--- config.mk ---
export PLATFORM = sky130hd
export DESIGN_NAME = mrsw_ram_sync
export DESIGN_NICKNAME = d
export VERILOG_FILES = /design/src/rtl/mrsw_ram_sync_pkg.sv /design/src/rtl/mrsw_ram_bank.sv /design/src/rtl/mrsw_ram_sync.sv
export SDC_FILE = /design/constraint.sdc
export NUM_CORES = 2
export LEC_CHECK = 0
export CAP_MARGIN = 20
export CORE_ASPECT_RATIO = 1.25
export CORE_MARGIN = 4
export CORE_UTILIZATION = 55
export DETAILED_ROUTE_END_ITERATION = 7
export PLACE_DENSITY = 0.71
export SYNTH_ARGS = -nofsm -noshare
export SYNTH_HDL_FRONTEND = slang
export SYNTH_SLANG_ARGS = --single-unit
--- constraint.sdc ---
create_clock -name clock -period 8.35 [get_ports clock]
set_input_delay 2.505 -clock clock [delete_from_list [all_inputs] [get_ports clock]]
set_output_delay 2.505 -clock clock [all_outputs]
set_load 0.01 [all_outputs]
--- src/rtl/mrsw_ram_sync_pkg.sv ---
// Shared definitions for the multi-read single-write RAM: collision modes and FSM state encoding.
package mrsw_ram_sync_pkg;

   localparam int RD_MODE_READ_FIRST  = 0;
   localparam int RD_MODE_WRITE_FIRST = 1;

   typedef enum logic {
      ST_INIT = 1'b0,
      ST_RUN  = 1'b1
   } state_e;

endpackage

--- src/rtl/mrsw_ram_bank.sv ---
// One 1W1R bank: unreset storage array, registered read with optional write-first bypass.
module mrsw_ram_bank
   import mrsw_ram_sync_pkg::*;
#(
   parameter int ADDR_WIDTH  = 8,
   parameter int DATA_WIDTH  = 8,
   parameter int MEM_DEPTH   = 2 ** ADDR_WIDTH,
   parameter int WRITE_FIRST = RD_MODE_READ_FIRST
) (
   input  logic                  clock,
   input  logic                  reset_n,
   input  logic                  wr_en,
   input  logic [ADDR_WIDTH-1:0] wr_addr,
   input  logic [DATA_WIDTH-1:0] wr_data,
   input  logic                  rd_en,
   input  logic                  rd_zero,
   input  logic [ADDR_WIDTH-1:0] rd_addr,
   output logic [DATA_WIDTH-1:0] rd_data
);

   localparam bit BYPASS = (WRITE_FIRST == RD_MODE_WRITE_FIRST);

   logic [DATA_WIDTH-1:0] mem_q [MEM_DEPTH];
   logic [DATA_WIDTH-1:0] rd_data_q;
   logic [DATA_WIDTH-1:0] rd_data_d;

   always_ff @(posedge clock) begin
      if (wr_en) begin
         mem_q[wr_addr] <= wr_data;
      end
   end

   // rd_zero covers out-of-range addresses, so mem_q is never indexed past its end
   always_comb begin
      rd_data_d = rd_data_q;
      if (rd_en) begin
         if (rd_zero) begin
            rd_data_d = '0;
         end else if (BYPASS && wr_en && (wr_addr == rd_addr)) begin
            rd_data_d = wr_data;
         end else begin
            rd_data_d = mem_q[rd_addr];
         end
      end
   end

   always_ff @(posedge clock or negedge reset_n) begin
      if (!reset_n) begin
         rd_data_q <= '0;
      end else begin
         rd_data_q <= rd_data_d;
      end
   end

   assign rd_data = rd_data_q;

endmodule

--- src/rtl/mrsw_ram_sync.sv ---
// Multi-read single-write RAM: NUM_RD replicated banks sharing one write, with zero-fill after reset.
module mrsw_ram_sync
   import mrsw_ram_sync_pkg::*;
#(
   parameter int ADDR_WIDTH  = 8,
   parameter int DATA_WIDTH  = 8,
   parameter int MEM_DEPTH   = 2 ** ADDR_WIDTH,
   parameter int NUM_RD      = 2,
   parameter int WRITE_FIRST = RD_MODE_READ_FIRST
) (
   input  logic                         clock,
   input  logic                         reset_n,
   input  logic                         wr_en,
   input  logic [ADDR_WIDTH-1:0]        wr_addr,
   input  logic [DATA_WIDTH-1:0]        wr_data,
   output logic                         wr_ready,
   input  logic [NUM_RD-1:0]            rd_en,
   input  logic [NUM_RD*ADDR_WIDTH-1:0] rd_addr,
   output logic [NUM_RD*DATA_WIDTH-1:0] rd_data,
   output logic [NUM_RD-1:0]            rd_valid,
   output logic                         init_busy
);

   localparam logic [ADDR_WIDTH:0]   DEPTH     = (ADDR_WIDTH + 1)'(MEM_DEPTH);
   localparam logic [ADDR_WIDTH-1:0] LAST_ADDR = ADDR_WIDTH'(MEM_DEPTH - 1);

   state_e                  state_q, state_d;
   logic [ADDR_WIDTH-1:0]   init_cnt_q, init_cnt_d;
   logic                    init_busy_q, init_busy_d;
   logic                    wr_ready_q, wr_ready_d;
   logic [NUM_RD-1:0]       rd_valid_q, rd_valid_d;

   logic                    bank_we;
   logic [ADDR_WIDTH-1:0]   bank_waddr;
   logic [DATA_WIDTH-1:0]   bank_wdata;
   logic [NUM_RD-1:0]       rd_fire;
   logic [NUM_RD-1:0]       rd_oor;

   always_comb begin
      state_d     = state_q;
      init_cnt_d  = init_cnt_q;
      init_busy_d = init_busy_q;
      wr_ready_d  = wr_ready_q;
      bank_we     = 1'b0;
      bank_waddr  = wr_addr;
      bank_wdata  = wr_data;
      rd_fire     = '0;
      rd_oor      = '0;

      for (int unsigned p = 0; p < NUM_RD; p++) begin
         rd_oor[p] = ({1'b0, rd_addr[p*ADDR_WIDTH +: ADDR_WIDTH]} >= DEPTH);
      end

      case (state_q)
         ST_INIT: begin
            bank_we    = 1'b1;
            bank_waddr = init_cnt_q;
            bank_wdata = '0;
            // busy/ready flip at the same edge as the last fill write
            if (init_cnt_q == LAST_ADDR) begin
               state_d     = ST_RUN;
               init_cnt_d  = '0;
               init_busy_d = 1'b0;
               wr_ready_d  = 1'b1;
            end else begin
               init_cnt_d = init_cnt_q + ADDR_WIDTH'(1);
            end
         end
         ST_RUN: begin
            bank_we = wr_en && wr_ready_q && ({1'b0, wr_addr} < DEPTH);
            rd_fire = rd_en;
         end
         default: begin
            state_d = ST_INIT;
         end
      endcase

      rd_valid_d = rd_fire;
   end

   always_ff @(posedge clock or negedge reset_n) begin
      if (!reset_n) begin
         state_q     <= ST_INIT;
         init_cnt_q  <= '0;
         init_busy_q <= 1'b1;
         wr_ready_q  <= 1'b0;
         rd_valid_q  <= '0;
      end else begin
         state_q     <= state_d;
         init_cnt_q  <= init_cnt_d;
         init_busy_q <= init_busy_d;
         wr_ready_q  <= wr_ready_d;
         rd_valid_q  <= rd_valid_d;
      end
   end

   for (genvar g = 0; g < NUM_RD; g++) begin : g_bank
      mrsw_ram_bank #(
         .ADDR_WIDTH  (ADDR_WIDTH),
         .DATA_WIDTH  (DATA_WIDTH),
         .MEM_DEPTH   (MEM_DEPTH),
         .WRITE_FIRST (WRITE_FIRST)
      ) u_bank (
         .clock   (clock),
         .reset_n (reset_n),
         .wr_en   (bank_we),
         .wr_addr (bank_waddr),
         .wr_data (bank_wdata),
         .rd_en   (rd_fire[g]),
         .rd_zero (rd_oor[g]),
         .rd_addr (rd_addr[g*ADDR_WIDTH +: ADDR_WIDTH]),
         .rd_data (rd_data[g*DATA_WIDTH +: DATA_WIDTH])
      );
   end

   assign wr_ready  = wr_ready_q;
   assign rd_valid  = rd_valid_q;
   assign init_busy = init_busy_q;

endmodule

==> insert_results.sql <==
INSERT INTO impl_metrics (metric_group, metric, value, unit) VALUES
('synth', 'yosys.area_share.adder', '0.0128', '%'),
('die', 'floorplan.die_area', '185000', 'um2'),
('die', 'die_w', '386', 'um'),
('clock_tree', 'cts_root_buffer', 'clkbuf_16', ''),
('route', 'drt_first_iter_violations', '10100', ''),
('synth', 'post_synth_mux_area_share', '23.6', '%'),
('sta', 'worstMarginPinSlew', '1460', 'ps'),
('sta', 'rsz0062_at_grt', 'false', ''),
('synth', 'synth-edff-count', '2048', ''),
('route', 'routed_wire_length_per_instance', '41.0', 'um'),
('global_route', 'groute.layer.met1.usage', '45.2', '%'),
('worst_setup_path', 'critPathBufInv', '3', ''),
('worst_setup_path', 'worst_path_largest_cell_delay', '1250', 'ps'),
('clock_tree', 'tritoncts.num_buffers', '196', ''),
('synth', 'synthesis.area', '98100', 'um2'),
('route', 'route.antenna.remaining_nets', '0', ''),
('worst_setup_path', 'slowest_stage', 'a2111oi_0', ''),
('min_path', 'worstHoldPathType', 'register to register', ''),
('route', 'initial_drt_pass_iterations', '8', ''),
('power_and_ir_drop', 'power_density', '201', 'nW/um2'),
('finish', 'layout.cells.most_common', 'edfxtp_1', ''),
('clock_tree', 'postCtsSetupRepairBufs', '0', ''),
('synth', 'postSynth.topFlopCell', 'edfxtp_1', ''),
('finish', 'final_util', '60.3', '%'),
('worst_setup_path', 'startpoint_type', 'input pin', ''),
('clock_tree', 'clk-insertion-delay-late', '890', 'ps'),
('sta', 'worst_setup_skew_after_layout', '45.0', 'ps'),
('worst_setup_path', 'cp-end-kind', 'register', ''),
('synth', 'synthArstFlopShare', '1.40', '%'),
('clock_tree', 'clkTransAtPathRegs', '60', 'ps'),
('sta', 'min_period_over_period', '76.0', '%'),
('clock_tree', 'cts_num_sinks', '2077', ''),
('power_and_ir_drop', 'peakVddDrop', '0.240', 'mV'),
('synth', 'postSynthNetCount', '5585', ''),
('job', 'max_cap_violations', '1', ''),
('route', 'detailroute.via_count', '61800', ''),
('synth', 'synth_seq_area_share', '63.5', '%'),
('sta', 'timing.final.ws_setup', '2000', 'ps'),
('clock_tree', 'post_cts_hold_buffer_count', '0', ''),
('die', 'ios', '57', ''),
('sta', 'final_hold_viol_count', '0', ''),
('global_route', 'grt_usage', '35.9', '%'),
('finish', 'fin_nets', '5605', ''),
('global_route', 'grt_pass1_wl', '464', 'mm'),
('synth', 'main_combinational_cell_family_by_area_after_synthesis', 'multiplexers', ''),
('route', 'route.detailed.drc', '21', ''),
('synth', 'syn_area_per_cell', '17.7', 'um2'),
('run_status', 'result_of_the_run', 'finished with violations', ''),
('finish', 'filler_cell_count', '12700', ''),
('placed_design', 'port_buffers', '56', ''),
('global_route', 'groute.layer.met3.usage', '10.9', '%'),
('sta', 'setup-violations-final', '0', ''),
('synth', 'synth-xor-area-share', '0.0447', '%'),
('sta', 'worst_slew_margin_rel', '0.196', '%'),
('run_status', 'failed_checks', 'DRC, capacitance limit', ''),
('synth', 'yosys_warnings', '0', ''),
('worst_setup_path', 'critical_path_peak_fanout', '18', ''),
('finish', 'stdcell_count', '8111', ''),
('finish', 'most-common-layout-cells', 'edfxtp_1 (2,048), mux4_2 (712), mux2i_1 (601), nor2_1 (311), o22ai_1 (220)', ''),
('placed_design', 'placedCellCount', '7725', ''),
('power_and_ir_drop', 'lkg_pwr', '28.9', 'nW'),
('global_route', 'global_route.usage.met2', '53.4', '%'),
('worst_setup_path', 'worst_setup_path_category', 'input pin to register', ''),
('placed_design', 'dp_worst_setup_slack', '1480', 'ps'),
('finish', 'final-seq-area', '62200', 'um2'),
('clock_tree', 'cts-root-to-sink-buffers', '3', ''),
('synth', 'syn-instance-count', '5547', ''),
('synth', 'synth_simple_gate_area_share', '3.59', '%'),
('global_route', 'grt_most_used_layer', 'met2', ''),
('worst_setup_path', 'path_delay_family', 'compound AO/OA/AOI/OAI gates', ''),
('die', 'fp.dieH', '480', 'um');
-- worst paths after layout --
check / startpoint / slack [ps] / depth (start not counted) / end
max: rd_addr[12] / 2000 / 10 / g_bank[1].u_bank.rd_data[3]
min: init_busy / 490 / 1 / init_busy
max reg2reg: state_q / 4090 / 4 / g_bank[1].u_bank.mem_q[109][2]
min reg2reg: init_busy / 490 / 1 / init_busy
max in group asynchronous: reset_n / 5850 / 1 / rd_valid[1]
min in group asynchronous: reset_n / 1790 / 1 / wr_ready
-- power by group --
group          total (mW)  internal (mW)  switching [mW]
clock network        9.06           5.02            4.05
logic                1.18          0.373           0.811
registers            11.3           11.3               0
-- synthesized netlist by cell type, types with 10 or more instances --
cell type / n / area share, %
a22oi_1: 112 / 0.86
nor2b_1: 12 / 0.077
mux2i_1: 601 / 6.1
o21ai_0: 69 / 0.35
a21oi_1: 124 / 0.63
a2111oi_0: 33 / 0.29
o22ai_1: 220 / 1.4
nor3_1: 55 / 0.28
buf_8: 32 / 0.49
clkbuf_1: 153 / 0.59
nor4_1: 24 / 0.15
buf_12: 13 / 0.27
buf_2: 113 / 0.58
nand2_1: 209 / 0.80
nor2_1: 313 / 1.2
a31oi_1: 10 / 0.064
a211oi_1: 81 / 0.62
a22o_1: 18 / 0.16
buf_4: 43 / 0.33
buf_6: 62 / 0.71
buf_1: 24 / 0.092
and2_1: 28 / 0.18
mux4_2: 712 / 16
nand3_1: 56 / 0.29
nand4_1: 11 / 0.070
nand2b_1: 24 / 0.15
o32ai_1: 10 / 0.089
dfrtp_1: 28 / 0.71
mux4_1: 39 / 1.0
edfxtp_1: 2048 / 63
o221ai_1: 119 / 1.1
inv_1: 11 / 0.042
-- per-layer routing --
metal  vias to the layer above  part of all wire, %
li1                      23500                    -
met1                     31600                   32
met2                      5281                   45
met3                      1295                   14
met4                        22                  9.4
met5                         -                0.063
-- worst reg2reg max path: cells and delay by family, from the launching register on --
kind	cells	cell delay (ps)
buffers and inverters	1	310
and+or+nand+nor	2	2040
AOI/OAI and AO/OA	1	1030
DFF	1	490
-- cells by family (layout without fill, tap and decap cells) --
kind of cell    after synthesis  count (layout)
flops                      2077            2077
mux                        1358            1358
compound gates              866             866
simple gates                785             785
buf+inv                     455             642
xor+xnor                      5               5
fa+ha+maj                     1               1
other cells                   0              15
-- flip-flops by register name, indices dropped and copies added (netlist names) --
register,flops
g_bank.u_bank.mem_q,2048
init_cnt_q,8
wr_ready,1
rd_valid,2
state_q,1
init_busy,1
g_bank.u_bank.rd_data,16
-- through the flow --
stage / power, mW / cell area (um2)
6_report: 21.5 / 107000
3_5_place_dp: 12.6 / 101000
3_3_place_gp: 12.6 / 100000
5_1_grt: 22.0 / 107000
2_1_floorplan: 12.2 / 98100
4_1_cts: 21.5 / 107000
-- cell type report --
cell class / count / share of cell area (%)
diodes: 15 / 0.0350
flip-flops and latches: 2077 / 58.1
well taps: 2362 / 2.76
multi-input cells: 3015 / 30.8
repair buffers: 263 / 2.33
inverters: 14 / 0.0526
clock inverters: 130 / 1.19
clock buffers: 235 / 4.79
Power figures use the tool's default switching activity.
